--- src/rtl/seg7_scan_ctrl.sv ---
// Purpose: time-multiplexed common-anode hex display driver; new data is committed only at frame wrap.
// Latency: seg/an/frame_done are registered, one cycle behind the scan state; a load shows from the next frame.
// Backpressure: none; load is a fire-and-forget strobe. Optional leading-zero blanking via SEG7_LZ_BLANK_EN.
module seg7_scan_ctrl #(
    parameter int DIGITS    = 8,
    parameter int SCAN_DIV  = 100000,
    parameter int BLANK_CYC = 8
) (
    input  logic                  clk,
    input  logic                  rst_n,
    input  logic                  load,
    input  logic [4*DIGITS-1:0]   data,
    input  logic [DIGITS-1:0]     digit_en,
    output logic [6:0]            seg,
    output logic [DIGITS-1:0]     an,
    output logic                  frame_done
);

    localparam int CNT_MAX0 = (SCAN_DIV > BLANK_CYC) ? SCAN_DIV : BLANK_CYC;
    localparam int CNT_MAX  = (CNT_MAX0 > 2) ? CNT_MAX0 : 2;
    localparam int CNT_W    = $clog2(CNT_MAX);
    localparam int IDX_W    = $clog2((DIGITS > 2) ? DIGITS : 2);
    localparam bit HAS_BLANK = (BLANK_CYC > 0);

    localparam logic [CNT_W-1:0] SHOW_LAST  = CNT_W'(SCAN_DIV - 1);
    localparam logic [CNT_W-1:0] BLANK_LAST = CNT_W'((BLANK_CYC > 0) ? BLANK_CYC - 1 : 0);
    localparam logic [IDX_W-1:0] IDX_LAST   = IDX_W'(DIGITS - 1);

    localparam logic [0:0] SHOW  = 1'b0;
    localparam logic [0:0] BLANK = 1'b1;

    logic [0:0]               state;
    logic [CNT_W-1:0]         cnt;
    logic [IDX_W-1:0]         idx;
    logic [DIGITS-1:0][3:0]   shadow;
    logic [DIGITS-1:0][3:0]   pend;
    logic                     pend_valid;
    logic                     wrap_q;

    logic                     slot_end;
    logic                     advance;
    logic                     wrap;
    logic [DIGITS-1:0]        lead_zero;
    logic                     upper_zero;
    logic                     show_digit;
    logic [3:0]               cur_nib;

    // active-low abcdefg hex glyphs
    function automatic logic [6:0] dec(input logic [3:0] v);
        case (v)
            4'h0: dec = 7'b0000001;
            4'h1: dec = 7'b1001111;
            4'h2: dec = 7'b0010010;
            4'h3: dec = 7'b0000110;
            4'h4: dec = 7'b1001100;
            4'h5: dec = 7'b0100100;
            4'h6: dec = 7'b0100000;
            4'h7: dec = 7'b0001111;
            4'h8: dec = 7'b0000000;
            4'h9: dec = 7'b0000100;
            4'hA: dec = 7'b0001000;
            4'hB: dec = 7'b1100000;
            4'hC: dec = 7'b0110001;
            4'hD: dec = 7'b1000010;
            4'hE: dec = 7'b0110000;
            default: dec = 7'b0111000;
        endcase
    endfunction

    // slot end, digit advance and frame wrap decode
    always_comb begin
        slot_end = (state == SHOW) ? (cnt == SHOW_LAST) : (cnt == BLANK_LAST);
        advance  = slot_end && ((state == BLANK) || !HAS_BLANK);
        wrap     = advance && (idx == IDX_LAST);
    end

    // leading-zero mask: lead_zero[i] set when nibbles i..top are all zero (digit 0 never blanked)
    always_comb begin
        lead_zero  = '0;
        upper_zero = 1'b1;
`ifdef SEG7_LZ_BLANK_EN
        for (int i = DIGITS - 1; i >= 0; i--) begin
            upper_zero   = upper_zero && (shadow[i] == 4'h0);
            lead_zero[i] = upper_zero;
        end
        lead_zero[0] = 1'b0;
`endif
    end

    // digit currently being presented, if any
    always_comb begin
        cur_nib    = shadow[idx];
        show_digit = (state == SHOW) && digit_en[idx] && !lead_zero[idx];
    end

    // scan FSM: dwell counter, SHOW/BLANK sequencing and round-robin digit index
    always_ff @(posedge clk) begin
        if (!rst_n) begin
            state <= SHOW;
            cnt   <= '0;
            idx   <= '0;
        end else begin
            if (slot_end) cnt <= '0;
            else          cnt <= cnt + CNT_W'(1);
            if (state == SHOW && slot_end && HAS_BLANK) state <= BLANK;
            else if (state == BLANK && slot_end)        state <= SHOW;
            if (advance) idx <= wrap ? '0 : idx + IDX_W'(1);
        end
    end

    // load capture into pend; shadow commits only on the wrap cycle (a load on wrap wins over pend)
    always_ff @(posedge clk) begin
        if (!rst_n) begin
            shadow     <= '0;
            pend       <= '0;
            pend_valid <= 1'b0;
        end else if (wrap) begin
            if (load)            shadow <= data;
            else if (pend_valid) shadow <= pend;
            pend_valid <= 1'b0;
        end else if (load) begin
            pend       <= data;
            pend_valid <= 1'b1;
        end
    end

    // registered pin drive; frame_done delayed twice so it lines up with the first digit-0 output
    always_ff @(posedge clk) begin
        if (!rst_n) begin
            seg        <= 7'h7F;
            an         <= '1;
            wrap_q     <= 1'b0;
            frame_done <= 1'b0;
        end else begin
            wrap_q     <= wrap;
            frame_done <= wrap_q;
            if (show_digit) begin
                an  <= ~(DIGITS'(1) << idx);
                seg <= dec(cur_nib);
            end else begin
                an  <= '1;
                seg <= 7'h7F;
            end
        end
    end

endmodule
--- config.mk ---
export PLATFORM = sky130hd
export DESIGN_NAME = seg7_scan_ctrl
export DESIGN_NICKNAME = d
export VERILOG_FILES = /design/src/rtl/seg7_scan_ctrl.sv
export SDC_FILE = /design/constraint.sdc
export NUM_CORES = 1
export LEC_CHECK = 0
export CAP_MARGIN = 20
export CORE_ASPECT_RATIO = 0.6
export CORE_UTILIZATION = 35
export DETAILED_ROUTE_END_ITERATION = 12
export PLACE_DENSITY_LB_ADDON = 0.1
export SLEW_MARGIN = 10
export SYNTH_ARGS = -nofsm -noshare
export SYNTH_HDL_FRONTEND = slang
export SYNTH_SLANG_ARGS = --single-unit
--- constraint.sdc ---
create_clock -name clk -period 3.2 [get_ports clk]
set_input_delay 0.64 -clock clk [delete_from_list [all_inputs] [get_ports clk]]
set_output_delay 0.64 -clock clk [all_outputs]
set_load 0.1 [all_outputs]
# Word-level counts from Yosys, hierarchy flattened

Memories as Yosys holds them, arrays and structs flattened. A register that Yosys moved wholly into a read port is not among the register bits.
Index checks and enable logic that the tools add are counted.

Register bits: 96
Memory bits (read-only): 120
Input bits: 43
Output and inout port bits: 16
Word-level logic and storage cells: 63
Memories kept: 2

Add/sub/neg operators: 2
Magnitude comparators: 1
Eq/ne operators: 3
Shift-type cells: 1
Muxes and demuxes: 13
Bitwise operators: 4
Reductions and logical operators: 14

Memory list:

| name            | depth | width | rd ports | clocked after Yosys merged registers in | write ports | RTL line | RTL |
|---|---|---|---|---|---|---|---|
| (no name shown) | 16    | 7     | 1        | 1                                       | 0           | 50       | `case (v)` |
| (no name shown) | 8     | 1     | 1        | 1                                       | 0           | 93       | `show_digit = (state == SHOW) && digit_en[idx] && !lead_zero[idx];` |

Operators by type and width:

| operator                | count |
|---|---|
| $mux W32                | 2 |
| $add A17 B1 Y17 const B | 1 |
| $eq A17 B17 Y1 const B  | 1 |
| $eq A17 B3 Y1 const B   | 1 |
| $bmux W4 S3             | 1 |
| $mux W3                 | 3 |
| $not A8 Y8              | 1 |
| $shl A1 B3 Y8 const A   | 1 |
| $reduce_and A2 Y1       | 3 |
| $logic_and A1 B1 Y1     | 5 |
| $mux W1                 | 5 |
| $lt A3 B4 Y1 const B    | 1 |
| $mux W4                 | 1 |
| $reduce_bool A2 Y1      | 2 |
| $reduce_or A2 Y1        | 2 |
| $add A3 B1 Y3 const B   | 1 |
| $bmux W1 S3             | 1 |
| $eq A3 B3 Y1 const B    | 1 |
| $not A1 Y1              | 3 |
| $logic_not A1 Y1        | 2 |

# Logic depth before layout (Yosys ltp)

Depth after elaboration: 7
Gate-level depth with buffers: 10
Gate-level depth less buffers: 8

# Least setup slack after synthesis

No wires, ideal clock.

Kind: flip-flop to flip-flop
Start point: reg idx[0]
End point: reg seg[3]
Setup time: 0.069 ns
Data arrival time: 2.148 ns
Required time: 3.131 ns
Slack: 0.983 ns
Cell stages (with the launch flop): 10
Path buffers: 2
Clock period less this slack: 2.217 ns
Cell sequence: dfxtp_1 > buf_4 > buf_6 > mux4_2 > mux2_2 > inv_1 > ha_1 > nor3_1 > a211oi_1 > o21ai_1

Word-level cells in the longest chain between the ends: 6

RTL lines:

| item                               | RTL line | RTL |
|---|---|---|
| from (decl)                        | 34       | `logic [IDX_W-1:0] idx;` |
| from (signal assigned)             | 107      | `if (advance) idx <= wrap ? '0 : idx + IDX_W'(1);` |
| $bmux W1 S3                        | 93       |  |
| $mux W1 (implied by the code)      | 93       |  |
| $logic_and A1 B1 Y1 (2 in a row)   | 93       |  |
| $reduce_and A2 Y1 (no source line) | n/a      |  |
| $logic_not A1 Y1 (no source line)  | n/a      |  |
| to (decl)                          | 14       | `output logic [6:0] seg,` |

Several ways; a longest one is shown, not always the timed one. The select of a mux whose other input is x is not followed.
A chain may end at the register's enable or synchronous reset.

# Final worst setup path

Start point: reg idx[0]
End point: reg an[0]

Word-level cells in the longest chain between the ends: 5

RTL lines:

| item                               | RTL line | RTL |
|---|---|---|
| $bmux W1 S3                        | 93       |  |
| $mux W1 (implied by the code)      | 93       |  |
| $logic_and A1 B1 Y1 (2 in a row)   | 93       |  |
| $reduce_and A2 Y1 (no source line) | n/a      |  |
| to (signal assigned)               | 138      | `an <= ~(DIGITS'(1) << idx);` |
| to (decl)                          | 15       | `output logic [DIGITS-1:0] an,` |

Several ways; a longest one is shown, not always the timed one. The select of a mux whose other input is x is not followed.

==> results.toml <==
[power_and_ir_drop]
irDropWorstVdd_mv = 0.281
p_leak_uw = 0.00267
powerDensity_nw_per_um2 = 475

[synthesis]
ys_seq_area_share_pct = 42.8
syn-num-nets = 516
muxShareOfSynthArea_pct = 19.4
synth_top_cells_by_area = "dfxtp_1 (43%), mux2i_1 (15%), o211a_1 (6.6%), nand2_1 (4.4%), nor2b_1 (4.3%)"
ys_warn_count = 0
yosys-top-cells-count = "dfxtp_1 (103), mux2i_1 (71), nand2_1 (57), nor2b_1 (33), o211a_1 (32)"
synth_flop_cell = "dfxtp_1"
synthArstFlopShare_pct = 0
synthAdderAreaFrac_pct = 3.37
syn_avg_cell_area_um2 = 10.5
synth_top_cell_area_share_pct = 42.8
synth_edf_count = 0
synthMostInstantiatedCell = "dfxtp_1"
synthXorXnorAreaFrac_pct = 2.73
ys_ff_latch = 103
syn-instance-count = 460
synth_area_um2 = 4820
synth.distinct_cells = 48
yosys.area.top_type = "dfxtp_1"
synth_top_family_by_area = "multiplexers"
synth-compound-area-share_pct = 10.3
synthSimpleGateAreaFrac_pct = 16.6

[timing]
final.min_clock_period_ns = 2.58
hold_violations = 0
fin_tns_setup_ns = 0
setup_ws_ns = 0.621
tightest_slew_ns = 0.855
slew_viol_final = 0
fmax_mhz = 388
fin_crit_sh_pct = 80.6
slew-limit-headroom_pct = 42.5
setup_viol = 0
rsz0062_at_grt = "false"
finalClockSkew_ns = 0.0100

[placed_design]
place_inst = 671
pre_cts_slack_ns = 0.565
place.gp.congestion = 0.833
portBuffers = 58
dp_hpwl_um = 7380

[global_routing]
grt_remaining_overflow = 0
grt_pass1_wl_um = 16900
antenna_found_initial = 0
first_global_vias = 3198
grt_max_degree = 69
track_usage_pct = 15.3

[critical_path]
crit_type = "reg -> reg"
ff2ff_path_depth = 6
r2r_end = "an[0]"
critical_path_required_ns = 3.49
end_kind = "register"
rr_startpoint = "idx[0]"
worstPathArrival_ns = 2.87
r2r_slack_ns = 0.62
start_kind = "register"
worstPathMaxFanout = 12

[cells_and_area]
num_antenna_cells = 0
instances_no_fill = 687
fin_nets = 568
final_util_pct = 44.0
drive_above_1_share_pct = 12.0
areaGrowthSynthToFinish_pct = 19.8

[floorplan]
start_util_pct = 36.7
fp-row-count = 32
die_area_um2 = 14300
core_region_area_um2 = 13100
io_pins = 59
die_w_um = 154
die_h_um = 92.9

[detailed_routing]
first_pass_iters = 4
remaining_drc_errors = 0
vias = 3354
ant_nets = 0
wl_per_cell_um = 15.1
viasPerCell = 4.88
drtIter0Drc = 184
routed_wirelength_um = 10400

[clocking]
clk_pin_slew_ns = 0.07
htreeDepth = 3
post_cts_buffers = 0
ctsHoldBuffers = 0
cts_tree = "yes"
cts_repair_resize_count = 0
cts_sinks = 103
clock_path_buffers = 2
cts_buffers = 9
worstSkewPairLatency_ns = 0.34
clockRootBuffer = "clkbuf_16"

[min_path]
holdPathStages = 1
min_from = "wrap_q"
hold_class = "reg -> reg"
holdPathEnd = "frame_done"

[run]
drv_cap = 0

[outcome]
status = "finished clean"
[worst max path at each step]
stage            from         end  depth (start not counted)
2_1_floorplan  idx[0]      seg[3]                          9
3_3_place_gp   idx[0]       an[1]                          6
3_5_place_dp   idx[0]       an[0]                          6
4_1_cts        idx[0]       an[0]                          6
5_1_grt        idx[0]  shadow[30]                          7
6_report       idx[0]       an[0]                          6
[sequential cells by signal, indices dropped and copies added, names as in the netlist]
signal,flops
shadow,32
idx,3
cnt,17
wrap_q,1
seg,7
pend_valid,1
state,1
pend,32
frame_done,1
an,8
[final cells by class]
class / count / area (um^2)
Timing Repair Buffer: 69 / 613
Multi-Input combinational cell: 318 / 2530
Sequential cell: 103 / 2060
Inverter: 11 / 41.3
Tap cell: 170 / 213
Clock buffer: 10 / 229
Fill cell: 1264 / 7360
Clock inverter: 6 / 91.3
[worst max-delay path: stages (launching register included)]
cell and delay [ns]:
dfxtp_1 0.76, buf_4 0.28, mux4_2 0.55, mux2_1 0.31, and3_1 0.30, and2_1 0.24, nand2_1 0.08
[per-layer routing]
layer  share of wire, %  wire, um  global-route usage, %
met1                 57      5890                   23.5
met4               0.92        95                   4.25
met5                  0         0                      0
met3                5.5       568                   4.31
met2                 37      3810                   20.1
[through the flow]
step	instance area (um^2)	power, uW	hold WS [ns]
final	5780	2740	0.435
after global routing	5780	2860	0.458
after CTS	5780	2790	0.439
after detailed placement	5460	1600	0.423
after global placement	5460	1600	0.424
after floorplan	4820	1510	0.412
[placed cells by master (no fill, tap or decap), drive strengths merged, types with 10 or more instances in the layout]
cell,instances
buf,29
clkbuf,10
clkdlybuf4s50,40
dfxtp,103
ha,13
inv,12
mux2i,71
nand2,57
nor2,25
nor2b,33
o211a,32
xor2,10
[power breakdown]
part / internal, uW / switching [uW] / total, uW
Sequential: 1310 / 15.7 / 1330
Combinational: 112 / 123 / 235
Clock: 692 / 488 / 1180
[cell families after synthesis]
kind of cell / after synthesis
AND/OR/NAND/NOR: 153
flip-flops: 103
XOR/XNOR: 15
multiplexers: 83
adder cells (fa/ha/maj): 13
buffers and inverters: 39
AO/OA/AOI/OAI: 54
(Power assumes the default switching activity.)
